## config.mk

```make
export PLATFORM = sky130hd
export DESIGN_NAME = kyogenrv_dmem_avmm_bridge
export DESIGN_NICKNAME = d
export VERILOG_FILES = /design/src/rtl/kyogenrv_dmem_avmm_bridge.sv
export SDC_FILE = /design/constraint.sdc
export NUM_CORES = 1
export LEC_CHECK = 0
export CORE_MARGIN = 8
export CORE_UTILIZATION = 30
export CTS_CLUSTER_SIZE = 8
export DETAILED_ROUTE_END_ITERATION = 12
export SYNTH_ARGS = -nofsm -noshare
export SYNTH_HDL_FRONTEND = slang
export SYNTH_SLANG_ARGS = --single-unit
```

## constraint.sdc

```tcl
create_clock -name clock -period 3.3 [get_ports clock]
set_clock_uncertainty 0.15 [all_clocks]
set_input_delay 0.825 -clock clock [delete_from_list [all_inputs] [get_ports clock]]
set_output_delay 0.825 -clock clock [all_outputs]
set_load 0.02 [all_outputs]
```

## src/rtl/kyogenrv_dmem_avmm_bridge.sv

```systemverilog
// ---------------------------------------------------------------------------
// kyogenrv_dmem_avmm_bridge
//
// Bridges the KyogenRV data-memory request interface onto a pipelined
// Avalon-MM master. Only one transaction is outstanding at a time. Reads wait
// for avm_readdatavalid, so slaves of any latency work. Writes are posted.
// A watchdog aborts any transaction that stays on the bus for TIMEOUT_CYCLES
// cycles and sets a sticky bus_error flag.
//
// Parameters
//   TIMEOUT_CYCLES : bus cycles allowed per transaction (1..65535)
//   ERR_DATA       : read data returned when a read is aborted
//
// Ports
//   clock, reset_n          : clock, asynchronous active-low reset
//   r_dmem_data_req         : CPU read request
//   w_dmem_data_req         : CPU write request (wins over a read)
//   dmem_addr               : byte address
//   w_dmem_data             : write data
//   w_dmem_data_byteenable  : write byte enables
//   r_dmem_data_ack         : one-cycle read-complete pulse
//   r_dmem_data             : last read data, held until the next read completes
//   dmem_waitrequest        : stall toward the CPU
//   avm_*                   : Avalon-MM master (address/read/write/writedata/
//                             byteenable out; waitrequest/readdata/
//                             readdatavalid in)
//   bus_error               : sticky timeout flag, cleared only by reset
// ---------------------------------------------------------------------------
module kyogenrv_dmem_avmm_bridge #(
  parameter int unsigned TIMEOUT_CYCLES = 255,
  parameter logic [31:0] ERR_DATA       = 32'hDEAD_BEEF
) (
  input  logic        clock,
  input  logic        reset_n,
  input  logic        r_dmem_data_req,
  input  logic        w_dmem_data_req,
  input  logic [31:0] dmem_addr,
  input  logic [31:0] w_dmem_data,
  input  logic [3:0]  w_dmem_data_byteenable,
  output logic        r_dmem_data_ack,
  output logic [31:0] r_dmem_data,
  output logic        dmem_waitrequest,
  output logic [31:0] avm_address,
  output logic        avm_read,
  output logic        avm_write,
  output logic [31:0] avm_writedata,
  output logic [3:0]  avm_byteenable,
  input  logic        avm_waitrequest,
  input  logic [31:0] avm_readdata,
  input  logic        avm_readdatavalid,
  output logic        bus_error
);

  typedef enum logic [2:0] {
    IDLE    = 3'd0,
    RD_CMD  = 3'd1,
    RD_WAIT = 3'd2,
    WR_CMD  = 3'd3,
    RESP    = 3'd4
  } state_t;

  // The counter is 0 in the first bus cycle, so the last permitted cycle is
  // TIMEOUT_CYCLES-1.
  localparam logic [15:0] LAST_BUS_CYCLE = 16'(TIMEOUT_CYCLES - 1);

  state_t      state, state_next;
  logic [15:0] cnt, cnt_next;
  logic        is_read, is_read_next;
  logic        read_next, write_next, error_next;
  logic [31:0] address_next, writedata_next, rdata_next;
  logic [3:0]  byteenable_next;
  logic        timed_out;

  assign timed_out        = (cnt == LAST_BUS_CYCLE);
  assign dmem_waitrequest = (r_dmem_data_req | w_dmem_data_req) & (state != RESP);
  assign r_dmem_data_ack  = (state == RESP) & is_read;

  // NOTE: state registers use non-blocking assignments so every flop samples
  // the values from before the edge, independent of statement order.
  always_ff @(posedge clock or negedge reset_n) begin
    if (!reset_n) begin
      state          <= IDLE;
      cnt            <= '0;
      is_read        <= 1'b0;
      avm_read       <= 1'b0;
      avm_write      <= 1'b0;
      avm_address    <= '0;
      avm_writedata  <= '0;
      avm_byteenable <= '0;
      r_dmem_data    <= '0;
      bus_error      <= 1'b0;
    end else begin
      state          <= state_next;
      cnt            <= cnt_next;
      is_read        <= is_read_next;
      avm_read       <= read_next;
      avm_write      <= write_next;
      avm_address    <= address_next;
      avm_writedata  <= writedata_next;
      avm_byteenable <= byteenable_next;
      r_dmem_data    <= rdata_next;
      bus_error      <= error_next;
    end
  end

  always_comb begin
    // NOTE: every output of this block gets a hold-value default first, so no
    // path through the case statement can infer a latch.
    state_next      = state;
    cnt_next        = cnt;
    is_read_next    = is_read;
    read_next       = avm_read;
    write_next      = avm_write;
    address_next    = avm_address;
    writedata_next  = avm_writedata;
    byteenable_next = avm_byteenable;
    rdata_next      = r_dmem_data;
    error_next      = bus_error;

    case (state)
      IDLE: begin
        if (w_dmem_data_req) begin
          state_next      = WR_CMD;
          cnt_next        = '0;
          is_read_next    = 1'b0;
          write_next      = 1'b1;
          address_next    = dmem_addr;
          writedata_next  = w_dmem_data;
          byteenable_next = w_dmem_data_byteenable;
        end else if (r_dmem_data_req) begin
          state_next      = RD_CMD;
          cnt_next        = '0;
          is_read_next    = 1'b1;
          read_next       = 1'b1;
          address_next    = dmem_addr;
          byteenable_next = 4'hF;
        end
      end

      RD_CMD: begin
        cnt_next = cnt + 16'd1;
        if (!avm_waitrequest && avm_readdatavalid) begin
          // Zero-latency slave: data arrives with the accepted command.
          read_next  = 1'b0;
          rdata_next = avm_readdata;
          state_next = RESP;
        end else if (timed_out) begin
          read_next  = 1'b0;
          rdata_next = ERR_DATA;
          error_next = 1'b1;
          state_next = RESP;
        end else if (!avm_waitrequest) begin
          read_next  = 1'b0;
          state_next = RD_WAIT;
        end
      end

      RD_WAIT: begin
        cnt_next = cnt + 16'd1;
        if (avm_readdatavalid) begin
          rdata_next = avm_readdata;
          state_next = RESP;
        end else if (timed_out) begin
          rdata_next = ERR_DATA;
          error_next = 1'b1;
          state_next = RESP;
        end
      end

      WR_CMD: begin
        cnt_next = cnt + 16'd1;
        if (!avm_waitrequest) begin
          write_next = 1'b0;
          state_next = RESP;
        end else if (timed_out) begin
          write_next = 1'b0;
          error_next = 1'b1;
          state_next = RESP;
        end
      end

      RESP:    state_next = IDLE;
      default: state_next = IDLE;
    endcase
  end

endmodule

```

Word-level counts from Yosys, hierarchy flattened

Cells that the tools add are included.

Memory bits (read-only): 0
Output and inout port bits: 105
RAM bits: 0
Bits of input ports: 106
Latch bits: 0
Register bits: 123
Memories kept: 0
Word-level logic and storage cells: 82

Equality and inequality tests: 15
Add/sub/neg operators: 1
Multiply operators: 0
$lt $le $gt $ge: 0
Reductions and logical operators: 17
Shifts and indexed selects: 0
Bitwise logic cells: 3
Divide/modulo/power cells: 0
Muxes and demuxes: 36

Operator list:

| operator              | count |
|---|---|
| $mux 32               | 5 |
| $pmux 32 s2           | 1 |
| $mux 16               | 2 |
| $pmux 16 s2           | 1 |
| $mux 3                | 8 |
| $add 16x1->16 const B | 1 |
| $eq 16x8->1 const B   | 1 |
| $mux 1                | 13 |
| $ne 2x2->1 const B    | 6 |
| $pmux 3 s4            | 1 |
| $reduce_bool 2->1     | 5 |
| $ne 3x3->1 const B    | 3 |
| $mux 4                | 2 |
| $reduce_and 2->1      | 4 |
| $reduce_and 4->1      | 2 |
| $eq 3x2->1 const B    | 2 |
| $ne 4x4->1 const B    | 1 |
| $pmux 1 s2            | 2 |
| $eq 3x1->1 const B    | 1 |
| $eq 3x3->1 const B    | 1 |
| $logic_not 3->1       | 1 |
| $pmux 1 s3            | 1 |
| $reduce_and 3->1      | 1 |
| $reduce_bool 3->1     | 1 |
| other kinds (5)       | 6 |

Longest topological paths before layout

Word-level depth: 4
Mapped depth: 8
Gate-level depth less buffers: 6

Least setup slack after synthesis

Ideal clock, no wire load.

Path kind: input to output
From: input port w_dmem_data_req
To: output port dmem_waitrequest
Path buffers: 1
Path slack: 0.700 ns
Data required time: 2.325 ns
Data arrival time: 1.625 ns
Stages on the path: 3
Cells stage by stage: buf_2 > or2_2 > a21boi_0

Cells in the longest elaborated chain, start to end: 2

Ends and longest elaborated chain:

| item        | line | text |
|---|---|---|
| from (decl) | 36   | `input logic w_dmem_data_req,` |
| $or 1x1->1  | 75   | `assign dmem_waitrequest = (r_dmem_data_req \| w_dmem_data_req) & (state != RESP);` |
| $and 1x1->1 | 75   |  |
| to (decl)   | 42   | `output logic dmem_waitrequest,` |

No other way between the ends.

Final worst setup path

From: register state[0]
To: output port r_dmem_data_ack

Cells in the longest elaborated chain, start to end: 2

Ends and longest elaborated chain:

| item                   | line | text |
|---|---|---|
| from (decl)            | 66   | `state_t state, state_next;` |
| from (signal assigned) | 93   | `state <= state_next;` |
| $eq 3x3->1             | 76   | `assign r_dmem_data_ack = (state == RESP) & is_read;` |
| $and 1x1->1            | 76   |  |
| to (decl)              | 40   | `output logic r_dmem_data_ack,` |

No other way between the ends.

==> reports/qor.csv <==
metric,value,unit
hold_viol,0,
layout_commonest_cell,clkdlybuf4s50_1,
ir_drop,0.429,mV
combPwrFrac,0.471,
rr_startpoint,state[0],
slew_headroom,0.370,
cts_sinks,123,
syn2layout_area_growth,55.6,%
crit_arrival,2010,ps
ys_types,52,
crit_chain,nor2_1 > and3_1 > clkdlybuf4s50_1,
slowest_delay,620,ps
cp_num_buf_inv,1,
power_switching,3100,uW
finalCritPeriodShare,0.904,
status,"finished, final reports clean",
coreArea,0.0173,mm2
cp.depth,3,
period_minus_slack,2980,ps
leakage,0.00357,uW
synth.top_cells.by_area,"dfrtp_1, nand2_1, mux2_2, a21oi_1, o22ai_1",
yosysTopAreaCell,dfrtp_1,
critPathMaxFanout,11,
drt_iter0_drc,189,
maxSlewViolCount,0,
pwr-share-clk,0.223,
synthCells,499,
htree_levels,4,
end_kind,output pin,
synthArstFlopShare,1.00,
drive_above_1_share,0.128,
grt_max_degree,50,
grt_first_pass_wirelength,24900,um
clock.fmax,0.335,GHz
num_vias,4433,
grt_overflow,0,
p_seq_frac,0.306,
fill_cells,1575,
ios,211,
die_w,149,um
p_int,5100,uW
ys_seq_area_frac,0.581,
cts_root_buffer,clkbuf_16,
yosys.area.top_type_share,0.581,
critical_path.top_delay_family,buffers and inverters,
syn_avg_cell_area,10.6,um2
netlist_area,0.00530,mm2
fin_setup_tns,0,ps
drc,0,
setup_viol,0,
rsz0062_at_grt,false,
critical-path-slowest-cell,clkdlybuf4s50_1,
grt_usage,0.140,
num_rows,48,
utilization,0.477,
swShare,0.378,
grt_pass1_vias,4719,
clock_path_buffers,2,
synth_seq_cells,123,
n_antenna_cell,0,
crit_type,reg -> out,
numCtsBuffers,17,
drtPass1Iterations,6,
ys.flop_type,dfrtp_1,
start_util,0.306,
cts_tree,yes,
synth_edf_count,0,
nets,823,
drv_cap,0,
routed_wl,15300,um
gp_congestion,0.815,
p_per_area,994,mW/mm2
via_per_inst,4.65,
timing.rr.end,avm_byteenable[0],
cts_setup_buffers,0,
reg2reg_depth,3,
power,8190,uW
ctsResizeCount,0,
mostFrequentLayoutCells,"clkdlybuf4s50_1, dfrtp_1, nand2_1",
antenna_found_initial,0,
syn_nets,607,
dp_hpwl,11400,um
worst_slew_pin_slew,943,ps
instances_no_fill,953,
yosysWarnings,0,
hold_class,in -> async,
dp.cells,921,
cp.required,2320,ps
clk_pin_slew,60,ps
wire_per_inst,16.0,um
die-height,149,um
cp-start-kind,register,
die-area,0.0222,mm2
reg2reg_slack,1100,ps
ant_nets,0,
clk_latency,410,ps
hold_buffers,0,
io_buffers,210,
power by group through the flow:
stage / Sequential [uW] / Combinational, uW / Clock (uW)
6_report: 2510 / 3860 / 1820
5_1_grt: 2600 / 4190 / 1940
4_1_cts: 2510 / 3930 / 1880
3_3_place_gp: 2500 / 3860 / 0
2_1_floorplan: 3150 / 1560 / 0
3_5_place_dp: 2530 / 3920 / 0
kinds of logic (layout without fill, tap and decap cells):
logic type               after synthesis  in the layout  synth area share
flip-flops                           123            123             0.581
multiplexers                          36             36            0.0756
XOR/XNOR                               6              6           0.00992
adder cells (fa/ha/maj)                2              2           0.00472
AND/OR/NAND/NOR                      172            172             0.153
buffers and inverters                 60            289            0.0517
AO/OA/AOI/OAI                        100            100             0.124
cell usage after synthesis (2+ instances only):
master / instances
nand3_1: 4
dfrtp_1: 123
nor2_1: 17
or3_1: 3
a21o_1: 9
clkbuf_1: 6
nor3_1: 3
and3_1: 2
inv_1: 35
a31oi_1: 6
nor4_1: 5
nand2b_1: 6
a22o_1: 8
o21bai_1: 2
a21oi_1: 34
o21ai_0: 5
ha_1: 2
xnor2_1: 5
nor2b_1: 3
mux2i_1: 4
buf_2: 9
and2_1: 3
mux2_2: 32
or4_4: 2
a31o_2: 2
o22ai_1: 24
nand4_1: 4
or2_2: 2
nand2_1: 109
buf_4: 8
routing by layer:
| layer | track usage | wire length [um] | vias up |
|---|---|---|---|
| met5 | 0 | 0 | - |
| met4 | 0.0586 | 284 | 0 |
| met3 | 0.0501 | 1210 | 22 |
| met2 | 0.240 | 7580 | 149 |
| met1 | 0.156 | 6210 | 2117 |
| li1 | - | - | 2145 |
registers in the layout, indices dropped and copies added (netlist names):
name            cells
avm_address        32
avm_writedata      32
r_dmem_data        32
cnt                16
avm_byteenable      4
state               3
avm_read            1
avm_write           1
bus_error           1
is_read             1
per-stage QoR:
stage               hold WS [ps]  instance area, um2  setup WS [ps]
floorplan                    305                5300            700
global placement             308                7660            321
global route                 287                8240            218
CTS                          260                8240            266
detailed placement           311                7660            308
finish                       254                8240            318
how the worst max path moves through the flow:
stage	startpoint	end	slack (ps)
after floorplan	w_dmem_data_req	dmem_waitrequest	700
after global placement	w_dmem_data_req	cnt[7]	320
after detailed placement	w_dmem_data_req	cnt[7]	310
after CTS	state[0]	r_dmem_data_ack	270
after global routing	state[0]	r_dmem_data_ack	220
final	state[0]	r_dmem_data_ack	320
cell type report:
type,count,area (um2),share of cell area
tap,225,282,0.0341
clock inverter,13,143,0.0173
inverter,35,131,0.0159
sequential,123,3080,0.373
timing repair buffer,222,2210,0.268
multi-input combinational,316,1960,0.237
clock buffer,19,443,0.0537
worst register-to-register path, stage by stage (launching register included):
cell and delay (ps):
dfrtp_1 520, nor3_2 370, and2_2 820, a31oi_1 190
Note: power is estimated with default switching activity, not from simulation.
==> variant, RTL diff (same settings) <==
Register the output `bus_error` once more, cleared by the reset; this adds one clock of latency there. The other outputs are not delayed to match. Comments in the files are not updated.
--- a/src/rtl/kyogenrv_dmem_avmm_bridge.sv
+++ b/src/rtl/kyogenrv_dmem_avmm_bridge.sv
@@ -64,4 +64,6 @@
   localparam logic [15:0] LAST_BUS_CYCLE = 16'(TIMEOUT_CYCLES - 1);
 
+  logic bus_error_s0;
+
   state_t      state, state_next;
   logic [15:0] cnt, cnt_next;
@@ -89,5 +91,5 @@
       avm_byteenable <= '0;
       r_dmem_data    <= '0;
-      bus_error      <= 1'b0;
+      bus_error_s0   <= 1'b0;
     end else begin
       state          <= state_next;
@@ -100,5 +102,5 @@
       avm_byteenable <= byteenable_next;
       r_dmem_data    <= rdata_next;
-      bus_error      <= error_next;
+      bus_error_s0   <= error_next;
     end
   end
@@ -116,5 +118,5 @@
     byteenable_next = avm_byteenable;
     rdata_next      = r_dmem_data;
-    error_next      = bus_error;
+    error_next      = bus_error_s0;
 
     case (state)
@@ -185,4 +187,12 @@
   end
 
+  always_ff @(posedge clock or negedge reset_n) begin
+    if (!reset_n) begin
+      bus_error <= '0;
+    end else begin
+      bus_error <= bus_error_s0;
+    end
+  end
+
 endmodule
 
Formal check against the unedited RTL: same outputs for any inputs over 4 cycles, from zero or initial values and one cycle with reset_n low; that may be too few to reach the edited logic, so the function may still have changed.
==> variant against the unedited design <==
- final area fell by 2.7%
- sequential cell count grew 1
- routed wire length down 1.9%
- setup slack got worse by 180 ps
- total power increased by 1.6%
- sequential power rose by 5%
- core utilization is 0.89 points higher
- global-route usage grew 0.86 points
- synthesized area fell by 4.9%
- non-clock buffer count decreased by 3
- maximum frequency decreased by 5.7%
- first-iteration DRC count did not move
- critical path type is now input pin to output pin
- largest cell class unchanged
==> variant: results (changes against the unedited design) <==
Yosys
  – Synth top area cells: dfrtp_1 62%, nand2_1 8.3%, mux2_1 7.2%, o22a_1 4.2%, a22o_1 1.4%
  – Top cells by count, synth: 124 x dfrtp_1, 111 x nand2_1, 32 x mux2_1
  – Async SR Flop Fraction: 100.0% (unchanged)
  – Most used DFF post-synth: dfrtp_1
  – Yosys cell types: 51 (-1.9%)
  – Seq/Total Area, Yosys: 61.61% (+3.5 points)
  – Number of flops mapped to enable cells by yosys: 0 (unchanged)
  – Yosys warns: 0 (unchanged)
  – Syn Nets: 541 (-11%)
  – Mapped Avg Cell Area: 11.63 um^2 (+9.6%)

Clocking
  – Worst skew pair latency: 410 ps (about the same)
  – Post-CTS Setup Bufs: 0 (unchanged)
  – Clock root buffer master: clkbuf_16
  – Clk pin slew, worst setup/hold paths: 60 ps (about the same)
  – CTS Buf Count: 17 (unchanged)
  – Htree depth: 4 (unchanged)

Setup path
  – WP data arrival: 2190 ps (+180 ps)
  – R2r startpoint: cnt[0]
  – Worst Setup SP: w_dmem_data_req
  – CP peak stage delay: 630 ps
  – CP max FO: 2 (-9)
  – R2R setup slack: 960 ps (-140 ps)

Placed design
  – Global placement routability congestion: 0.7815 (-4.1%)
  – Cell Area, Placed: 7407 um^2 (-3.3%)
  – Dpl ws: 141.6 ps (-166.9 ps)
  – Cell count after placement: 852 (-7.5%)
  – Post-detail-place hpwl: 11.37 mm (-0.13%)

Cells and area
  – Nets: 759 (-7.8%)
  – Layout cell share with drive strength beyond 1: 7.831% (-4.9 points)
  – Biggest regs: avm_address (32), avm_writedata (32), r_dmem_data (32)

Route
  – Detailed Routing Iterations Pass 1: 4 (-2)
  – DRT Wirelength: 15.00 mm (-1.9%)
  – Routed wire per std cell: 16.97 um (+5.8%)
  – Vias: 4123 (-7.0%)

Run status
  – Outcome: completed

GRT
  – Vias in the first global route: 4428 (-6.2%)
  – Initial antenna violation count: 1 (+1)
  – First-pass GRT wire length: 25.22 mm (+1.2%)
  – GRT Resource Usage Total: 14.91% (+0.86 points)
  – Largest net degree at the start of global routing: 44 (-12%)

Pwr
  – Leakage: 3.450 nW (-3.3%)
  – Int Power: 5.224 mW (+2.5%)
  – VDD IR-drop max: 558.5 uV (+30%)

Min path
  – Worst hold path type: flip-flop to flip-flop

Timing
  – Rel. slew slack: 53.50% (+16 points)
  – Final Cycle Share: 95.78% (+5.4 points)
==> variant: cell types whose count changed after synthesis, moves of 5 or more <==
cell | before | now
o22ai_1 | 24 | 0
a21oi_1 | 34 | 10
mux2_2 | 32 | 0
inv_1 | 35 | 6
mux2_1 | 0 | 32
a21o_1 | 9 | 2
o22a_1 | 0 | 24
o21ai_1 | 1 | 6
buf_4 | 8 | 1
buf_2 | 9 | 4
==> variant: cell families (layout without fill, tap and decap cells) <==
kind of cell	Yosys count	in the layout	share of synthesized area, %
xor+xnor	6	6	1.043
buf+inv	26	257	3.081
fa+ha+maj	2	2	0.4968
mux	32	32	7.155
simple gates	169	169	15.73
compound gates	74	74	10.88
flops	124	124	61.61
==> variant: final cells by class <==
| class | count | area (um^2) |
|---|---|---|
| Multi-Input combinational cell | 283 | 1789 |
| Clock buffer | 18 | 429.2 |
| Tap cell | 220 | 275.3 |
| Sequential cell | 124 | 3103 |
| Timing Repair Buffer | 219 | 2217 |
| Inverter | 6 | 22.52 |
| Clock inverter | 14 | 186.4 |
| Fill cell | 1488 | 8502 |
==> variant: final timing paths <==
check / end / depth (start not counted)
setup / recovery: dmem_waitrequest / 4
hold / removal: bus_error / 0
setup reg to reg: r_dmem_data[4] / 6
hold reg to reg: bus_error / 0
max in group asynchronous: avm_address[2] / 2
min in group asynchronous: r_dmem_data[15] / 1
==> variant: power groups by stage <==
stage / sequential (mW) / clock (mW) / combinational, mW
floorplan: 3.35 / 0 / 1.24
global placement: 2.63 / 0 / 3.76
detailed placement: 2.66 / 0 / 3.81
CTS: 2.64 / 1.98 / 3.82
global route: 2.75 / 2.06 / 4.07
finish: 2.64 / 1.93 / 3.76
==> variant: layer usage <==
| metal | up-vias | global-route usage (%) | wire length [um] |
|---|---|---|---|
| met5 | - | 0 | 13 |
| met4 | 2 | 4.581 | 244 |
| met3 | 17 | 7.711 | 1376 |
| met2 | 167 | 22.64 | 6836 |
| met1 | 1993 | 18.01 | 6528 |
| li1 | 1944 | - | - |
==> variant: per-stage QoR <==
stage / hold slack [ps] / power, mW
3_5_place_dp: 222.9 / 6.475
5_1_grt: 249.0 / 8.880
3_3_place_gp: 218.5 / 6.386
6_report: 231.0 / 8.327
4_1_cts: 235.9 / 8.452
2_1_floorplan: 205.4 / 4.596
